$ cat config.mk
export PLATFORM = sky130hd
export DESIGN_NAME = div_share_scheduler
export DESIGN_NICKNAME = d
export VERILOG_FILES = /design/src/rtl/div_share_scheduler.sv
export SDC_FILE = /design/constraint.sdc
export NUM_CORES = 1
export LEC_CHECK = 0
export CAP_MARGIN = 20
export CORE_AREA = 2 2 126 158
export DETAILED_ROUTE_END_ITERATION = 6
export DIE_AREA = 0 0 128 160
export PLACE_DENSITY = 0.63
export SLEW_MARGIN = 25
export SYNTH_ARGS = -nofsm -noshare
export SYNTH_HDL_FRONTEND = slang
export SYNTH_SLANG_ARGS = --single-unit
$ cat constraint.sdc
create_clock -name clk -period 3.9 [get_ports clk]
set_clock_uncertainty 0.2 [all_clocks]
set_input_delay 0.585 -clock clk [delete_from_list [all_inputs] [get_ports clk]]
set_output_delay 0.585 -clock clk [all_outputs]
set_load 0.1 [all_outputs]
$ cat src/rtl/div_share_scheduler.sv
// Round-robin scheduler sharing one restoring divider among N_REQ requesters.
// Optional BUSY watchdog is compiled in when DIV_TIMEOUT_EN is defined.
module div_share_scheduler #(
   parameter int N_REQ      = 4,
   parameter int WIDTH      = 16,
   parameter int DONE_BLANK = 2,
   parameter int TIMEOUT    = 255
) (
   input  logic                   clk,
   input  logic                   clear_n,
   input  logic [N_REQ-1:0]       req,
   input  logic [N_REQ*WIDTH-1:0] dividend_in,
   input  logic [N_REQ*WIDTH-1:0] divisor_in,
   output logic [N_REQ-1:0]       ack,
   output logic                   rsp_valid,
   output logic [1:0]             rsp_id,
   output logic [WIDTH-1:0]       rsp_quot,
   output logic [WIDTH-1:0]       rsp_rem,
   output logic                   rsp_err,
   output logic                   busy,
   output logic                   div_start,
   output logic [WIDTH-1:0]       div_a,
   output logic [WIDTH-1:0]       div_b,
   input  logic                   div_done,
   input  logic [WIDTH-1:0]       div_q,
   input  logic [WIDTH-1:0]       div_r
);

   typedef enum logic [1:0] {IDLE, ISSUE, BUSY, RESP} state_t;

   localparam logic [7:0] BLANK = 8'(DONE_BLANK);
   localparam logic [1:0] LAST  = 2'(N_REQ - 1);
`ifdef DIV_TIMEOUT_EN
   localparam logic [7:0] TMO   = 8'(TIMEOUT);
`endif

   if (N_REQ < 2 || N_REQ > 4 || TIMEOUT < 1 || TIMEOUT > 255) begin : g_bad_cfg
      $error("div_share_scheduler: illegal N_REQ or TIMEOUT");
   end

   state_t             state, state_n;
   logic [1:0]         rr_ptr, rr_n, id_n, win;
   logic [7:0]         cnt, cnt_n;
   logic [WIDTH-1:0]   a_n, b_n, quot_n, rem_n, win_a, win_b;
   logic               err_n, found;
   logic [N_REQ-1:0]   ack_n;

   always_comb begin
      state_n = state;
      id_n    = rsp_id;
      a_n     = div_a;
      b_n     = div_b;
      quot_n  = rsp_quot;
      rem_n   = rsp_rem;
      err_n   = rsp_err;
      cnt_n   = cnt;
      rr_n    = rr_ptr;
      found   = 1'b0;
      win     = '0;
      win_a   = '0;
      win_b   = '0;
      ack_n   = '0;

      // two passes give the circular search starting at rr_ptr
      for (int i = 0; i < N_REQ; i++) begin
         if (!found && req[i] && 2'(i) >= rr_ptr) begin
            found = 1'b1;
            win   = 2'(i);
            win_a = dividend_in[i*WIDTH +: WIDTH];
            win_b = divisor_in[i*WIDTH +: WIDTH];
         end
      end
      for (int i = 0; i < N_REQ; i++) begin
         if (!found && req[i] && 2'(i) < rr_ptr) begin
            found = 1'b1;
            win   = 2'(i);
            win_a = dividend_in[i*WIDTH +: WIDTH];
            win_b = divisor_in[i*WIDTH +: WIDTH];
         end
      end

      unique case (state)
         IDLE: begin
            if (found) begin
               id_n = win;
               a_n  = win_a;
               b_n  = win_b;
               if (win_b == '0) begin
                  state_n = RESP;
                  quot_n  = '1;
                  rem_n   = win_a;
                  err_n   = 1'b1;
               end else begin
                  state_n = ISSUE;
               end
            end
         end
         ISSUE: begin
            cnt_n   = '0;
            state_n = BUSY;
         end
         BUSY: begin
            if (cnt != 8'hFF) cnt_n = cnt + 8'd1;
            // the divider still shows the previous Done until it clears
            if (cnt >= BLANK && div_done) begin
               state_n = RESP;
               quot_n  = div_q;
               rem_n   = div_r;
               err_n   = 1'b0;
            end
`ifdef DIV_TIMEOUT_EN
            else if (cnt == TMO) begin
               state_n = RESP;
               quot_n  = '0;
               rem_n   = '0;
               err_n   = 1'b1;
            end
`endif
         end
         RESP: begin
            rr_n    = (rsp_id == LAST) ? 2'd0 : rsp_id + 2'd1;
            state_n = IDLE;
         end
         default: state_n = IDLE;
      endcase

      for (int i = 0; i < N_REQ; i++)
         ack_n[i] = (state_n == RESP) && (id_n == 2'(i));
   end

   always_ff @(posedge clk or negedge clear_n) begin
      if (!clear_n) begin
         state     <= IDLE;
         rr_ptr    <= '0;
         cnt       <= '0;
         rsp_id    <= '0;
         rsp_quot  <= '0;
         rsp_rem   <= '0;
         rsp_err   <= 1'b0;
         rsp_valid <= 1'b0;
         ack       <= '0;
         busy      <= 1'b0;
         div_start <= 1'b0;
         div_a     <= '0;
         div_b     <= '0;
      end else begin
         state     <= state_n;
         rr_ptr    <= rr_n;
         cnt       <= cnt_n;
         rsp_id    <= id_n;
         rsp_quot  <= quot_n;
         rsp_rem   <= rem_n;
         rsp_err   <= err_n;
         rsp_valid <= (state_n == RESP);
         ack       <= ack_n;
         busy      <= (state_n == ISSUE) || (state_n == BUSY);
         div_start <= (state_n == ISSUE);
         div_a     <= a_n;
         div_b     <= b_n;
      end
   end

endmodule

==> results of run 1 <==
## cells by family (layout without fill, tap and decap cells)
logic type | count (synthesis) | in the layout
simple gates | 252 | 252
fa+ha+maj | 9 | 9
buf+inv | 60 | 342
xor+xnor | 4 | 4
flops | 86 | 86
compound gates | 198 | 198
mux | 37 | 37
## state kept, by name (all words and copies together), names as in the netlist, 2 cells and up
signal    cells
rsp_quot     16
rsp_id        2
ack           4
div_b        16
div_a        16
rr_ptr        2
state         2
rsp_rem      16
cnt           8
## area by class of cell
type	count	area [µm²]	share of cell area [%]
timing repair buffer	316	3020	33.4
sequential	86	2150	23.9
multi-input combinational	500	3200	35.5
clock inverter	7	90.1	0.999
inverter	10	37.5	0.416
tap	236	295	3.27
clock buffer	9	225	2.50
## what timing repair did
item	CTS	global route
endpoints found under the setup margin	0	38
setup buffers	0	1
hold buffers	0	0
resized for setup	0	8
## worst reg2reg max path, cell delays in order (launching register included)
cell and delay [ps]:
dfrtp_1 540, and2_1 260, o31a_1 330, buf_12 160, buf_4 160, a221oi_1 290
nor2_1 120, nor4_2 350, buf_4 170, nand4_2 120, buf_4 180, a31o_2 250
inv_1 70, ha_1 190, nand2_1 90, nor2b_2 130
## per-stage QoR
stage	power [W]	cell area [µm²]	worst slack, ps	hold slack [ps]	setup TNS (ps)
6_report	0.00812	9020	138	39.0	0
4_1_cts	0.00815	8980	24.5	250	0
2_1_floorplan	0.00560	5620	409	89.4	0
3_3_place_gp	0.00717	8660	-269	260	-9310
5_1_grt	0.00856	9020	-73.6	138	-204
3_5_place_dp	0.00722	8660	-310	270	-9790
## cells in the final DEF, fill, tap and decap left out, types with 3 or more instances in the layout
cell and instances:
ha_1 8, o21ai_0 56, and2_1 5, nand2b_1 24, a311oi_1 4, inv_1 10
mux2_4 30, nand2_1 92, o211ai_1 3, a31oi_1 5, clkdlybuf4s50_1 237, and3b_1 3
nand4_1 4, clkbuf_16 9, dfrtp_1 86, nand3_1 24, a22o_1 3, xor2_1 3
nor3_1 9, o22ai_1 16, a211oi_1 4, nor4_1 7, a21oi_1 50, buf_4 73
nor2_1 57, a211o_1 3, a221oi_1 28, a21o_1 7, mux2_2 6, nor2b_1 6
buf_12 3, or3_1 5
## path summary, 6_finish.rpt
check,startpoint,endpoint,slack (ps),depth (start not counted)
worst max-delay path,req[1],ack[2],140,17
worst min register to register,div_b[8],div_b[8],280,2
max in group asynchronous,clear_n,div_b[5],2860,2
min in group clk,div_b[8],div_b[8],280,2
worst max register to register,rr_ptr[0],ack[2],240,15
worst min-delay path,clear_n,div_a[11],40,1
## layer usage
layer / part of all wire, % / track usage (%) / vias to the layer above
met5: 0 / 0 / -
li1: - / - / 2894
met1: 41 / 24.9 / 2824
met4: 3.0 / 8.54 / 0
met2: 50 / 34.7 / 282
met3: 6.7 / 2.78 / 43
## where the power goes
part	total, W	internal, W	switching, W
logic	0.00570	0.00185	0.00385
clock network	0.000913	0.000511	0.000402
registers	0.00151	0.00126	0.000248
==> flow_summary_export.csv, run 1 <==
group,metric,value,unit
worst_setup_path,timing.critical_path.buf_inv,7,
worst_setup_path,crit_required,3980,ps
floorplan,rows,57,
worst_setup_path,worstPathCellList,"clkdlybuf4s50_1 > buf_4 > nor3b_1 > o31a_1 > buf_12 > buf_4 > a221oi_1 > nor2_1 > nor4_2 > buf_4 > nand4_2 > buf_4 > a31o_2 > inv_1 > ha_1 > nand2_1 > nor2b_2",
worst_setup_path,cp-end-kind,"register",
hold_path,hold_class,"primary input to asynchronous set/reset pin",
drt,drt_pass1_iterations,5,
synth,syn-mean-instance-area,8.69,µm²
synth,synth.top_cell.area_share,38.3,%
sta,worst_slew_pin_slew,1090,ps
sta,setup_viol,0,
worst_setup_path,crit_path_top_delay_cell,"clkdlybuf4s50_1",
synth,yosysMostFrequentCell,"nand2_1",
global_route,grtUsageTotal,20.1,%
drt,drt-total-wl,20800,µm
synth,synth_compound_area_share,22.9,%
synth,syn_inst,646,
drt,ant_nets,0,
global_route,antenna_found_initial,0,
synth,synthArstFlopShare,100,%
synth,synth_cell_types,61,
placed_design,place_congestion,0.930,
synth,muxShareOfSynthArea,9.40,%
synth,synthSimpleGateAreaFrac,21.2,%
layout,antenna_cells,0,
worst_setup_path,timing.critical_path.slowest_cell_delay,450,ps
floorplan,io_pins,241,
synth,synth_flop_cell,"dfrtp_1",
clock_network,cts_inserted_buffers,9,
synth,synth-xor-area-share,0.624,%
clock_network,clk_pin_slew,70,ps
sta,fin_crit,3760,ps
job,max_cap_viol_count,0,
drt,drc,0,
status,status,"completed",
worst_setup_path,cp.arrival,3840,ps
worst_setup_path,critPathLaunchType,"primary input",
clock_network,cts_tree,"done",
synth,yosys-top-cells-area,"dfrtp_1 38%, mux2_4 8.0%, nand2_1 6.2%",
synth,synthAdderAreaFrac,2.00,%
sta,finalMaxSlewViolations,0,
clock_network,root_buffer,"clkbuf_16",
synth,ys_warn_count,0,
sta,finalHoldViolCount,0,
synth,synth_top_family_by_area,"compound AO/OA/AOI/OAI gates",
worst_setup_path,path_max_fanout,10,
global_route,grt_pass1_wl,32100,µm
layout,stdcell_count,1164,
clock_network,clock-sinks,86,
global_route,grt_pass1_vias,5960,
global_route,grt_start_max_net_pins,76,
layout,drive_gt1_share,16.2,%
drt,routedWlPerCell,17.8,µm
floorplan,die_width,128,µm
clock_network,cts.path.max_buffers,2,
sta,final.period_utilization,96.5,%
placed_design,port-buffer-count,240,
layout,fill_cells,1844,
layout,syn2layout_area_growth,60.6,%
layout,num-nets-final,1099,
worst_setup_path,crit_family,"buffers and inverters",
power_and_ir_drop,leakagePower,3.82,nW
drt,viasPerCell,5.19,
worst_setup_path,path_class,"primary input to register",
floorplan,die-area,20500,µm²
floorplan,start_util,29.4,%
power_and_ir_drop,vdd_drop_max,0.328,mV
placed_design,dpl.cell_count,1147,
drt,via_count,6043,
placed_design,dp_hpwl,16300,µm
synth,syn_area,5620,µm²
synth,ys_seq_area_share,38.3,%
synth,synth_nets,822,
clock_network,cts-htree-levels,3,
worst_setup_path,path_common_cell,"buf_4",
layout,fin_util,47.2,%
drt,first_iter_violations,453,
sta,slew_headroom,27.3,%
floorplan,die_y,160,µm
synth,yosysTopAreaCell,"dfrtp_1",
power_and_ir_drop,p_per_area,901,nW/µm²
floorplan,coreArea,19100,µm²
global_route,overflow,0,
sta,fmaxAchievable,266,MHz
synth,synth_common_cells,"93 x nand2_1, 86 x dfrtp_1, 59 x nor2_1, 56 x o21ai_0, 50 x a21oi_1",
synth,synth_enable_flop_cells,0,
clock_network,clock_latency,350,ps
synth,synth_seq_cells,86,
No activity file was read; power rests on OpenSTA's default activity.
==> run 2: changes to the inputs <==
--- a/config.mk
+++ b/config.mk
@@ -6,10 +6,10 @@
 export NUM_CORES = 1
 export LEC_CHECK = 0
 export CAP_MARGIN = 20
-export CORE_AREA = 2 2 126 158
+export CORE_AREA = 2 2 119 167
 export DETAILED_ROUTE_END_ITERATION = 6
-export DIE_AREA = 0 0 128 160
-export PLACE_DENSITY = 0.63
+export DIE_AREA = 0 0 121 169
+export PLACE_DENSITY = 0.64
 export SLEW_MARGIN = 25
 export SYNTH_ARGS = -nofsm -noshare
 export SYNTH_HDL_FRONTEND = slang
==> flow_summary_export.csv, run 2 (synthesized netlist as in run 1, its figures left out) <==
group,metric,value,unit
status,status,"completed",
sta,fin_crit,3720,ps
power_and_ir_drop,vdd_drop_max,0.305,mV
job,max_cap_viol_count,0,
global_route,overflow,0,
hold_path,hold_class,"register to register",
worst_setup_path,path_class,"register to register",
worst_setup_path,cp-end-kind,"register",
global_route,grt_start_max_net_pins,71,
clock_network,clock_latency,340,ps
sta,worst_slew_pin_slew,1070,ps
drt,drt_pass1_iterations,5,
floorplan,rows,60,
clock_network,cts_tree,"done",
global_route,grtUsageTotal,20.6,%
sta,setup_viol,0,
layout,num-nets-final,1112,
power_and_ir_drop,total_power,0.00807,W
clock_network,cts_inserted_buffers,9,
sta,final.period_utilization,95.3,%
drt,drc,0,
layout,drive_gt1_share,17.0,%
floorplan,die_y,169,µm
worst_setup_path,cp.arrival,3730,ps
drt,first_iter_violations,335,
placed_design,place_congestion,0.936,
drt,ant_nets,0,
drt,routedWlPerCell,18.1,µm
sta,setup_slack,183,ps
drt,drt-total-wl,21500,µm
power_and_ir_drop,p_per_area,886,nW/µm²
sta,finalHoldViolCount,0,
global_route,grt_pass1_wl,32700,µm
worst_setup_path,crit_required,3910,ps
placed_design,pre_cts_slack,-420,ps
sta,fmaxAchievable,269,MHz
sta,finalMaxSlewViolations,0,
clock_network,clk_pin_slew,70,ps
layout,final_common_cell,"clkdlybuf4s50_1",
sta,rsz0062_at_grt,"no",
worst_setup_path,critPathLaunchType,"register",
drt,via_count,6052,
placed_design,dp_hpwl,17100,µm
power_and_ir_drop,leakagePower,3.88,nW
worst_setup_path,path_max_fanout,22,
clock_network,cts.path.max_buffers,2,
floorplan,io_pins,241,
floorplan,start_util,29.6,%
floorplan,die_width,121,µm
drt,viasPerCell,5.09,
sta,slew_headroom,28.4,%
floorplan,die-area,20400,µm²
layout,syn2layout_area_growth,62.2,%
clock_network,clock-sinks,86,
layout,final_cell_mix,"236 x clkdlybuf4s50_1, 91 x nand2_1, 86 x dfrtp_1, 86 x buf_4, 57 x nor2_1",
global_route,grt_pass1_vias,6053,
clock_network,root_buffer,"clkbuf_16",
clock_network,cts-htree-levels,3,
global_route,antenna_found_initial,0,
placed_design,port-buffer-count,240,
floorplan,coreArea,19000,µm²
layout,antenna_cells,0,
run 2: per-stage QoR:
| stage | util, % | setup TNS, ps | instances | instance area [µm²] | hold WS [ps] |
|---|---|---|---|---|---|
| finish | 48.0 | 0 | 1189 | 9110 | 280 |
| detailed placement | 46.1 | -15090 | 1171 | 8760 | 270 |
| CTS | 47.6 | 0 | 1187 | 9050 | 208 |
| global route | 48.0 | 0 | 1189 | 9110 | 313 |
| global placement | 46.1 | -16020 | 1171 | 8760 | 261 |
| floorplan | - | 0 | 646 | 5620 | 89.4 |
run 2: metal layers:
metal / routed length [µm] / part of all wire (%) / track usage (%) / vias up
li1: - / - / - / 2931
met1: 8480 / 39 / 24.2 / 2846
met2: 11100 / 52 / 37.2 / 240
met3: 1140 / 5.3 / 3.03 / 35
met4: 733 / 3.4 / 8.39 / 0
met5: 0 / 0 / 0 / -
run 2: worst paths after layout:
path,startpoint,endpoint,slack [ps],cells after the start
max,rr_ptr[0],rsp_rem[5],180,12
min,div_b[11],div_b[11],280,2
max reg2reg,rr_ptr[0],rsp_rem[5],180,12
min reg2reg,div_b[11],div_b[11],280,2
max in group asynchronous,clear_n,div_a[2],2200,4
min in group asynchronous,clear_n,div_b[0],510,2
run 2: layout make-up:
type | instances | area (µm²)
tap | 248 | 310
sequential | 86 | 2150
clock inverter | 5 | 42.5
multi-input combinational | 500 | 3210
clock buffer | 11 | 243
fill | 1792 | 9880
timing repair buffer | 329 | 3120
inverter | 10 | 37.5
run 2: critical path, stage by stage (launching register included):
cell	delay, ps
dfrtp_1	530
and2_1	250
o31a_1	320
buf_4	170
buf_4	140
a221oi_1	270
nor2_1	110
nor4_2	290
and4_1	270
nand4_2	180
a22o_4	340
buf_12	180
mux2_4	320
run 2: where the power goes:
part	switching, W	internal (W)	total, W
clock network	0.000370	0.000455	0.000826
logic	0.00389	0.00186	0.00575
registers	0.000235	0.00126	0.00150
total	0.00449	0.00358	0.00807
run 2: what timing repair did:
| action | in CTS | in global routing |
|---|---|---|
| pin swaps | 1 | 0 |
| endpoints found under the hold margin | 0 | 13 |
| hold buffers | 0 | 1 |
| buffers inserted | 0 | 0 |
| setup endpoints to repair | 34 | 37 |
| resized for setup | 2 | 7 |
==> run 3: changes to the inputs <==
--- a/config.mk
+++ b/config.mk
@@ -7,6 +7,7 @@
 export LEC_CHECK = 0
 export CAP_MARGIN = 20
 export CORE_AREA = 2 2 119 167
+export CTS_CLUSTER_DIAMETER = 30
 export DETAILED_ROUTE_END_ITERATION = 6
 export DIE_AREA = 0 0 121 169
 export PLACE_DENSITY = 0.64
@@ -14,3 +15,4 @@
 export SYNTH_ARGS = -nofsm -noshare
 export SYNTH_HDL_FRONTEND = slang
 export SYNTH_SLANG_ARGS = --single-unit
+export TNS_END_PERCENT = 1
==> results of run 3 <==
Final layout, timing and power as in run 2 (identical DEF).
